===== src/rtl/reg_dump_reader.sv =====
// reg_dump_reader: walks an 8-entry register file. It emits the registers that the
// start mask selects, one at a time, in ascending index order, over a valid/ready stream.
//
// Ports:
//   clk        clock, all state changes on its rising edge
//   reset      synchronous, active-low reset
//   start      dump request, only sampled while idle
//   mask       one bit per register to dump, sampled with start
//   rf_addr    register file read address (combinational)
//   rf_data    register file read data for rf_addr, same cycle
//   out_valid  current entry is valid
//   out_ready  consumer accepts the entry
//   out_addr   register index of the current entry
//   out_data   captured register contents
//   out_last   current entry is the final one of the dump
//   busy       a dump is in progress
//   done       one-cycle pulse when a dump completes
module reg_dump_reader #(
   parameter int unsigned DW = 16
) (
   input  logic          clk,
   input  logic          reset,
   input  logic          start,
   input  logic [7:0]    mask,
   output logic [2:0]    rf_addr,
   input  logic [DW-1:0] rf_data,
   output logic          out_valid,
   input  logic          out_ready,
   output logic [2:0]    out_addr,
   output logic [DW-1:0] out_data,
   output logic          out_last,
   output logic          busy,
   output logic          done
);

   typedef enum logic [1:0] {StIdle, StRead, StHold} state_e;

   state_e     state_q;
   logic [7:0] pm_q;
   logic [2:0] low_idx;
   logic       pm_one_hot;
   logic [7:0] pm_rest;

   // Lowest set bit of the pending mask; scanning downwards lets the lowest one win.
   always_comb begin
      low_idx = 3'd0;
      for (int i = 7; i >= 0; i--) begin
         if (pm_q[i]) begin
            low_idx = 3'(i);
         end
      end
   end

   assign pm_one_hot = (pm_q != 8'd0) && ((pm_q & (pm_q - 8'd1)) == 8'd0);

   // Pending mask once the entry in HOLD is accepted; out_addr is the selected bit.
   assign pm_rest = pm_q & ~(8'd1 << out_addr);

   assign rf_addr = (state_q == StRead) ? low_idx : 3'd0;
   assign busy    = (state_q != StIdle);

   always_ff @(posedge clk) begin
      if (!reset) begin
         state_q   <= StIdle;
         pm_q      <= 8'd0;
         out_valid <= 1'b0;
         out_addr  <= 3'd0;
         out_data  <= '0;
         out_last  <= 1'b0;
         done      <= 1'b0;
      end else begin
         done <= 1'b0;
         unique case (state_q)
            StIdle: begin
               if (start) begin
                  pm_q <= mask;
                  // An empty request completes immediately without entering READ.
                  if (mask != 8'd0) begin
                     state_q <= StRead;
                  end else begin
                     done <= 1'b1;
                  end
               end
            end
            StRead: begin
               out_data  <= rf_data;
               out_addr  <= rf_addr;
               out_last  <= pm_one_hot;
               out_valid <= 1'b1;
               state_q   <= StHold;
            end
            StHold: begin
               if (out_ready) begin
                  pm_q      <= pm_rest;
                  out_valid <= 1'b0;
                  if (pm_rest == 8'd0) begin
                     state_q <= StIdle;
                     done    <= 1'b1;
                  end else begin
                     state_q <= StRead;
                  end
               end
            end
            default: state_q <= StIdle;
         endcase
      end
   end

endmodule


===== config.mk =====
export PLATFORM = sky130hd
export DESIGN_NAME = reg_dump_reader
export DESIGN_NICKNAME = d
export VERILOG_FILES = /design/src/rtl/reg_dump_reader.sv
export SDC_FILE = /design/constraint.sdc
export NUM_CORES = 1
export LEC_CHECK = 0
export CAP_MARGIN = 5
export CELL_PAD_IN_SITES_DETAIL_PLACEMENT = 1
export CELL_PAD_IN_SITES_GLOBAL_PLACEMENT = 1
export CORE_UTILIZATION = 30
export CTS_BUF_LIST = sky130_fd_sc_hd__clkbuf_4
export DETAILED_ROUTE_END_ITERATION = 8
export PLACE_DENSITY_LB_ADDON = 0.1
export SETUP_SLACK_MARGIN = 0.15
export SLEW_MARGIN = 15
export SYNTH_ARGS = -nofsm -noshare
export SYNTH_HDL_FRONTEND = slang
export SYNTH_SLANG_ARGS = --single-unit

===== constraint.sdc =====
create_clock -name clk -period 2.5 [get_ports clk]
set_input_delay 0.375 -clock clk [delete_from_list [all_inputs] [get_ports clk]]
set_output_delay 0.375 -clock clk [all_outputs]
set_load 0.005 [all_outputs]

After elaboration in Yosys (flattened, before gate mapping). Cells that the tools add are included.

$add $sub $neg: 1. Equality and inequality tests: 5. Shifts and indexed selects: 1. Muxes and demuxes: 24. Bitwise gates (word level): 3. Reductions and logical operators: 12.

Operators with widths (number): two-way mux 3 bit (9); bitwise AND 8 bit (2); logical NOT 8 bit (2); two-way mux 8 bit (2); case mux 8 bit (2 select lines) (1); nonzero test 8 bit (2); NOT 8 bit (1); left shift 1 x 3 -> 8 bit, first input constant (1); subtractor 8 x 1 -> 8 bit, second input constant (1); two-way mux 1 bit (6); two-way mux 2 bit (3); inequality test 2 bit, second input constant (3); case mux 2 bit (3 select lines) (1); AND reduction 3 bit (2); nonzero test 2 bit (3); case mux 1 bit (2 select lines) (2); == test 2 x 1 -> 1 bit, second input constant (1); == test 2 bit, second input constant (1); logical NOT 2 bit (1); AND reduction 2 bit (1); logical AND 1 bit (1).

Bits in registers: 32. Input port bits: 28. Output and inout port bits: 26.

Longest topological paths before layout.
Depth in word-level cells: 9. Depth in mapped cells: 6. Gate-level depth less buffers: 5.

Worst setup path before layout. Ideal clock, no wire load.

Path type: register to register. Start: register out_addr[0]. End: register done. Arrival time: 1.195 ns. Path slack: 1.189 ns. Cell stages (with the launch flop): 6. Clock period less this slack: 1.311 ns. Cells stage by stage: dfxtp_1 -> and2b_2 -> a221oi_2 -> nor4_2 -> a21oi_1 -> nor2b_1.

Cells in the longest elaborated chain, start to end: 7.

Ends and longest elaborated chain: start: declaration (RTL line 29) `output logic [2:0] out_addr,`; start signal: assignment (RTL line 87) `out_addr <= rf_addr;`; left shift 1 x 3 -> 8 bit (RTL line 57) `assign pm_rest = pm_q & ~(8'd1 << out_addr);`; NOT 8 bit (RTL line 57); bitwise AND 8 bit (RTL line 57); logical NOT 8 bit (RTL line 96) `if (pm_rest == 8'd0) begin`; two-way mux 1 bit (RTL line 96); two-way mux 1 bit (RTL line 93) `if (out_ready) begin`; case mux 1 bit (2 select lines) (RTL line 73) `unique case (state_q)`; end signal: assignment (RTL line 72) `done <= 1'b0;`; end signal: assignment (RTL line 81) `done <= 1'b1;`; end signal: assignment (RTL line 98) `done <= 1'b1;`; end: declaration (RTL line 33) `output logic done`.

Every way passes these cells. A chain may end at the register's enable or synchronous reset.

Final worst setup path.
Start: register pm_q[5]. End: output port rf_addr[0].

Cells in the longest elaborated chain, start to end: 7.

Ends and longest elaborated chain: start: declaration (RTL line 39) `logic [7:0] pm_q;`; start signal: assignment (RTL line 76) `pm_q <= mask;`; start signal: assignment (RTL line 94) `pm_q <= pm_rest;`; two-way mux 3 bit (6 in series) (RTL line 48) `if (pm_q[i]) begin`; two-way mux 3 bit (RTL line 59) `assign rf_addr = (state_q == StRead) ? low_idx : 3'd0;`; end: declaration (RTL line 25) `output logic [2:0] rf_addr,`.

Every way passes these cells.

==> impl_metrics.env <==
export IMPL_min_from="out_data[6]$_SDFFE_PN0P_"
export IMPL_fmax_mhz=463
export IMPL_via_per_inst=4.93
export IMPL_endpoint_kind="output pin"
export IMPL_maxCapViolations=0
export IMPL_wl_met2_microns=2100
export IMPL_cts_sinks=32
export IMPL_area_growth_pct=40.5
export IMPL_route_met3_wl_microns=198
export IMPL_wl_per_cell_microns=14.2
export IMPL_status="complete, no violations"
export IMPL_finalWeightedCongestion=0.776
export IMPL_fillers=623
export IMPL_wl_met1_microns=2180
export IMPL_ys_flop_type="dfxtp_1"
export IMPL_holdCritPathClass="register to register"
export IMPL_r2r_cells=5
export IMPL_n_antenna_cell=0
export IMPL_clock_skew_ns=0.00791
export IMPL_vias=1569
export IMPL_critPathKind="register to output pin"
export IMPL_fin_setup_tns_ns=0
export IMPL_drc=0
export IMPL_firstDrtPassIters=4
export IMPL_top_layer="met4"
export IMPL_fin_crit_sh_pct=86.4
export IMPL_clk_insertion_delay_late_ns=0.33
export IMPL_crit_required_ns=2.12
export IMPL_min_period_ns=2.16
export IMPL_timing_rr_end="done$_SDFF_PN0_"
export IMPL_cts_made_buffers=5
export IMPL_cts_root_buffer="clkbuf_4"
export IMPL_cp_endpoint="rf_addr[0]"
export IMPL_syn_avg_cell_area_sq_um=8.04
export IMPL_synth_edf_count=0
export IMPL_power_density_nw_per_um2=530
export IMPL_dpl_hpwl_microns=3320
export IMPL_seqCellArea_sq_um=642
export IMPL_maxSlewHeadroom_pct=65.6
export IMPL_r2r_start="out_addr[2]$_SDFFE_PN0P_"
export IMPL_syn_inst=199
export IMPL_antenna_found_initial=0
export IMPL_syn_nets=227
export IMPL_report_final_slew_viol_count=0
export IMPL_synth_area_top_cells="dfxtp_1, a21boi_1, nand2_1, a21oi_1, buf_2"
export IMPL_wirelength_microns=4510
export IMPL_grt_overflow=0
export IMPL_cp_arrival_ns=1.78
export IMPL_grt_pass1_wl_microns=7490
export IMPL_synth_seq_cells=32
export IMPL_port_buffers=53
export IMPL_seq_area_frac_synth_pct=40.1
export IMPL_r2r_setup_slack_ns=0.86
export IMPL_rsz0062_at_grt="no"
export IMPL_synthMostInstantiatedCell="nand2_1"
export IMPL_synth_cell_types=40
export IMPL_worstMarginPinSlew_ns=0.515
export IMPL_post_route_util_pct=44.0
export IMPL_fp_dieW_microns=75.0
export IMPL_drt_iter0_drc=57
export IMPL_multi_input_area_sq_um=880
export IMPL_synthArstFlopShare_pct=0
export IMPL_cts_tree="built"
export IMPL_worstHoldPathCells=2
export IMPL_start_kind="register"
export IMPL_drive_gt1_share_pct=7.66
export IMPL_grt_use_total_pct=17.6
export IMPL_p_leak_nw=0.794
export IMPL_crit_path_start="pm_q[5]$_SDFFE_PN0P_"
export IMPL_yosys_area_top_type_share_pct=40.1
export IMPL_grt_max_degree=22
export IMPL_yosysWarnings=0
export IMPL_cts_path_max_buffers=2
export IMPL_synthTopCellsByCount="nand2_1, dfxtp_1, a21boi_1, nor2_1"
export IMPL_htreeDepth=2
export IMPL_pin_count=54
export IMPL_crit_fanout=10
export IMPL_synth_largest_area_cell="dfxtp_1"
export IMPL_ir_drop_v=0.000210
export IMPL_start_util_pct=31.3
export IMPL_netlist_area_sq_um=1600
export IMPL_die_area_sq_um=5630
export IMPL_placed_area_sq_um=2190
export IMPL_die_h_microns=75.0
export IMPL_path_clk_slew_ns=0.10
export IMPL_rows=26
export IMPL_nNetsFinal=276
export IMPL_first_global_vias=1551
export IMPL_core_sq_um=5110
export IMPL_design_area_sq_um=2250
export IMPL_finalSetupViolCount=0
export IMPL_timing_final_hold_violations=0
export IMPL_ant_nets=0
[where the power goes]
part	switching, mW	internal, mW	leakage [nW]
combinational	0.138	0.169	0.501
sequential	0.0482	0.546	0.262
clock	0.174	0.114	0.0315
total	0.361	0.830	0.794
[worst max-delay path, cell delays in order (launching register included)]
cell             delay (ns)
dfxtp_1                0.52
o21bai_1               0.12
a21oi_1                0.16
o21a_1                 0.15
clkdlybuf4s50_1        0.51
[per-stage QoR]
| stage | hold slack (ns) | power (mW) | instances | setup WS [ns] |
|---|---|---|---|---|
| 2_1_floorplan | 0.451 | 0.767 | 199 | 1.19 |
| 3_3_place_gp | 0.441 | 0.913 | 311 | 0.639 |
| 3_5_place_dp | 0.449 | 0.915 | 311 | 0.623 |
| 4_1_cts | 0.463 | 1.21 | 318 | 0.243 |
| 5_1_grt | 0.485 | 1.27 | 318 | 0.197 |
| 6_report | 0.457 | 1.19 | 318 | 0.341 |
[layout by cell type, fill, tap and decap left out, types with 2 or more instances in the layout]
cell type / n
o22ai_1: 7
dfxtp_1: 31
clkdlybuf4s50_1: 53
a21boi_0: 5
o21ai_0: 2
inv_1: 3
a21boi_1: 24
mux2i_1: 2
a21oi_1: 9
nor2_1: 11
clkbuf_4: 6
nor2b_1: 5
nor3_1: 3
a221oi_2: 2
nand2_1: 42
and2b_1: 2
buf_4: 3
o21a_1: 4
nor4_1: 4
or2_1: 2
o21ai_1: 2
nand3_1: 3
[worst min path at each step]
| stage | end | slack, ns |
|---|---|---|
| floorplan | out_data[0]$_SDFFE_PN0P_ | 0.45 |
| detailed placement | out_data[6]$_SDFFE_PN0P_ | 0.45 |
| global route | out_data[12]$_SDFFE_PN0P_ | 0.49 |
| global placement | out_data[2]$_SDFFE_PN0P_ | 0.44 |
| finish | out_data[6]$_SDFFE_PN0P_ | 0.46 |
| CTS | out_data[6]$_SDFFE_PN0P_ | 0.46 |
[state kept, by name (all words and copies together) (netlist names)]
name and flops:
out_valid 1, state_q 2, pm_q 8, out_data 16
out_addr 3, out_last 1, done 1
[layer usage]
layer / vias up / track usage [%]
met2: 39 / 28.5
met5: - / 0
li1: 786 / -
met4: 0 / 3.77
met1: 740 / 23.7
met3: 4 / 4.55
[cells by family (layout without fill, tap and decap cells)]
kind of cell / after synthesis / after routing / synth area share (%)
buffers and inverters: 19 / 68 / 5.40
AND/OR/NAND/NOR: 83 / 83 / 25.0
multiplexers: 2 / 2 / 1.25
flip-flops: 32 / 32 / 40.1
AO/OA/AOI/OAI: 63 / 63 / 28.2
[cell type report]
type / instances / share of cell area [%]
clock inverter: 1 / 0.223
timing repair buffer: 57 / 25.5
multi-input combinational: 148 / 39.1
clock buffer: 6 / 2.00
inverter: 4 / 0.668
tap: 70 / 3.90
sequential: 32 / 28.6
[repair_timing]
action | CTS | global route
hold endpoints to repair | 0 | 0
endpoints found under the setup margin | 0 | 3
setup buffers | 0 | 0
resized for setup | 0 | 3
hold buffers | 0 | 0
No activity file was read; power rests on OpenSTA's default activity.
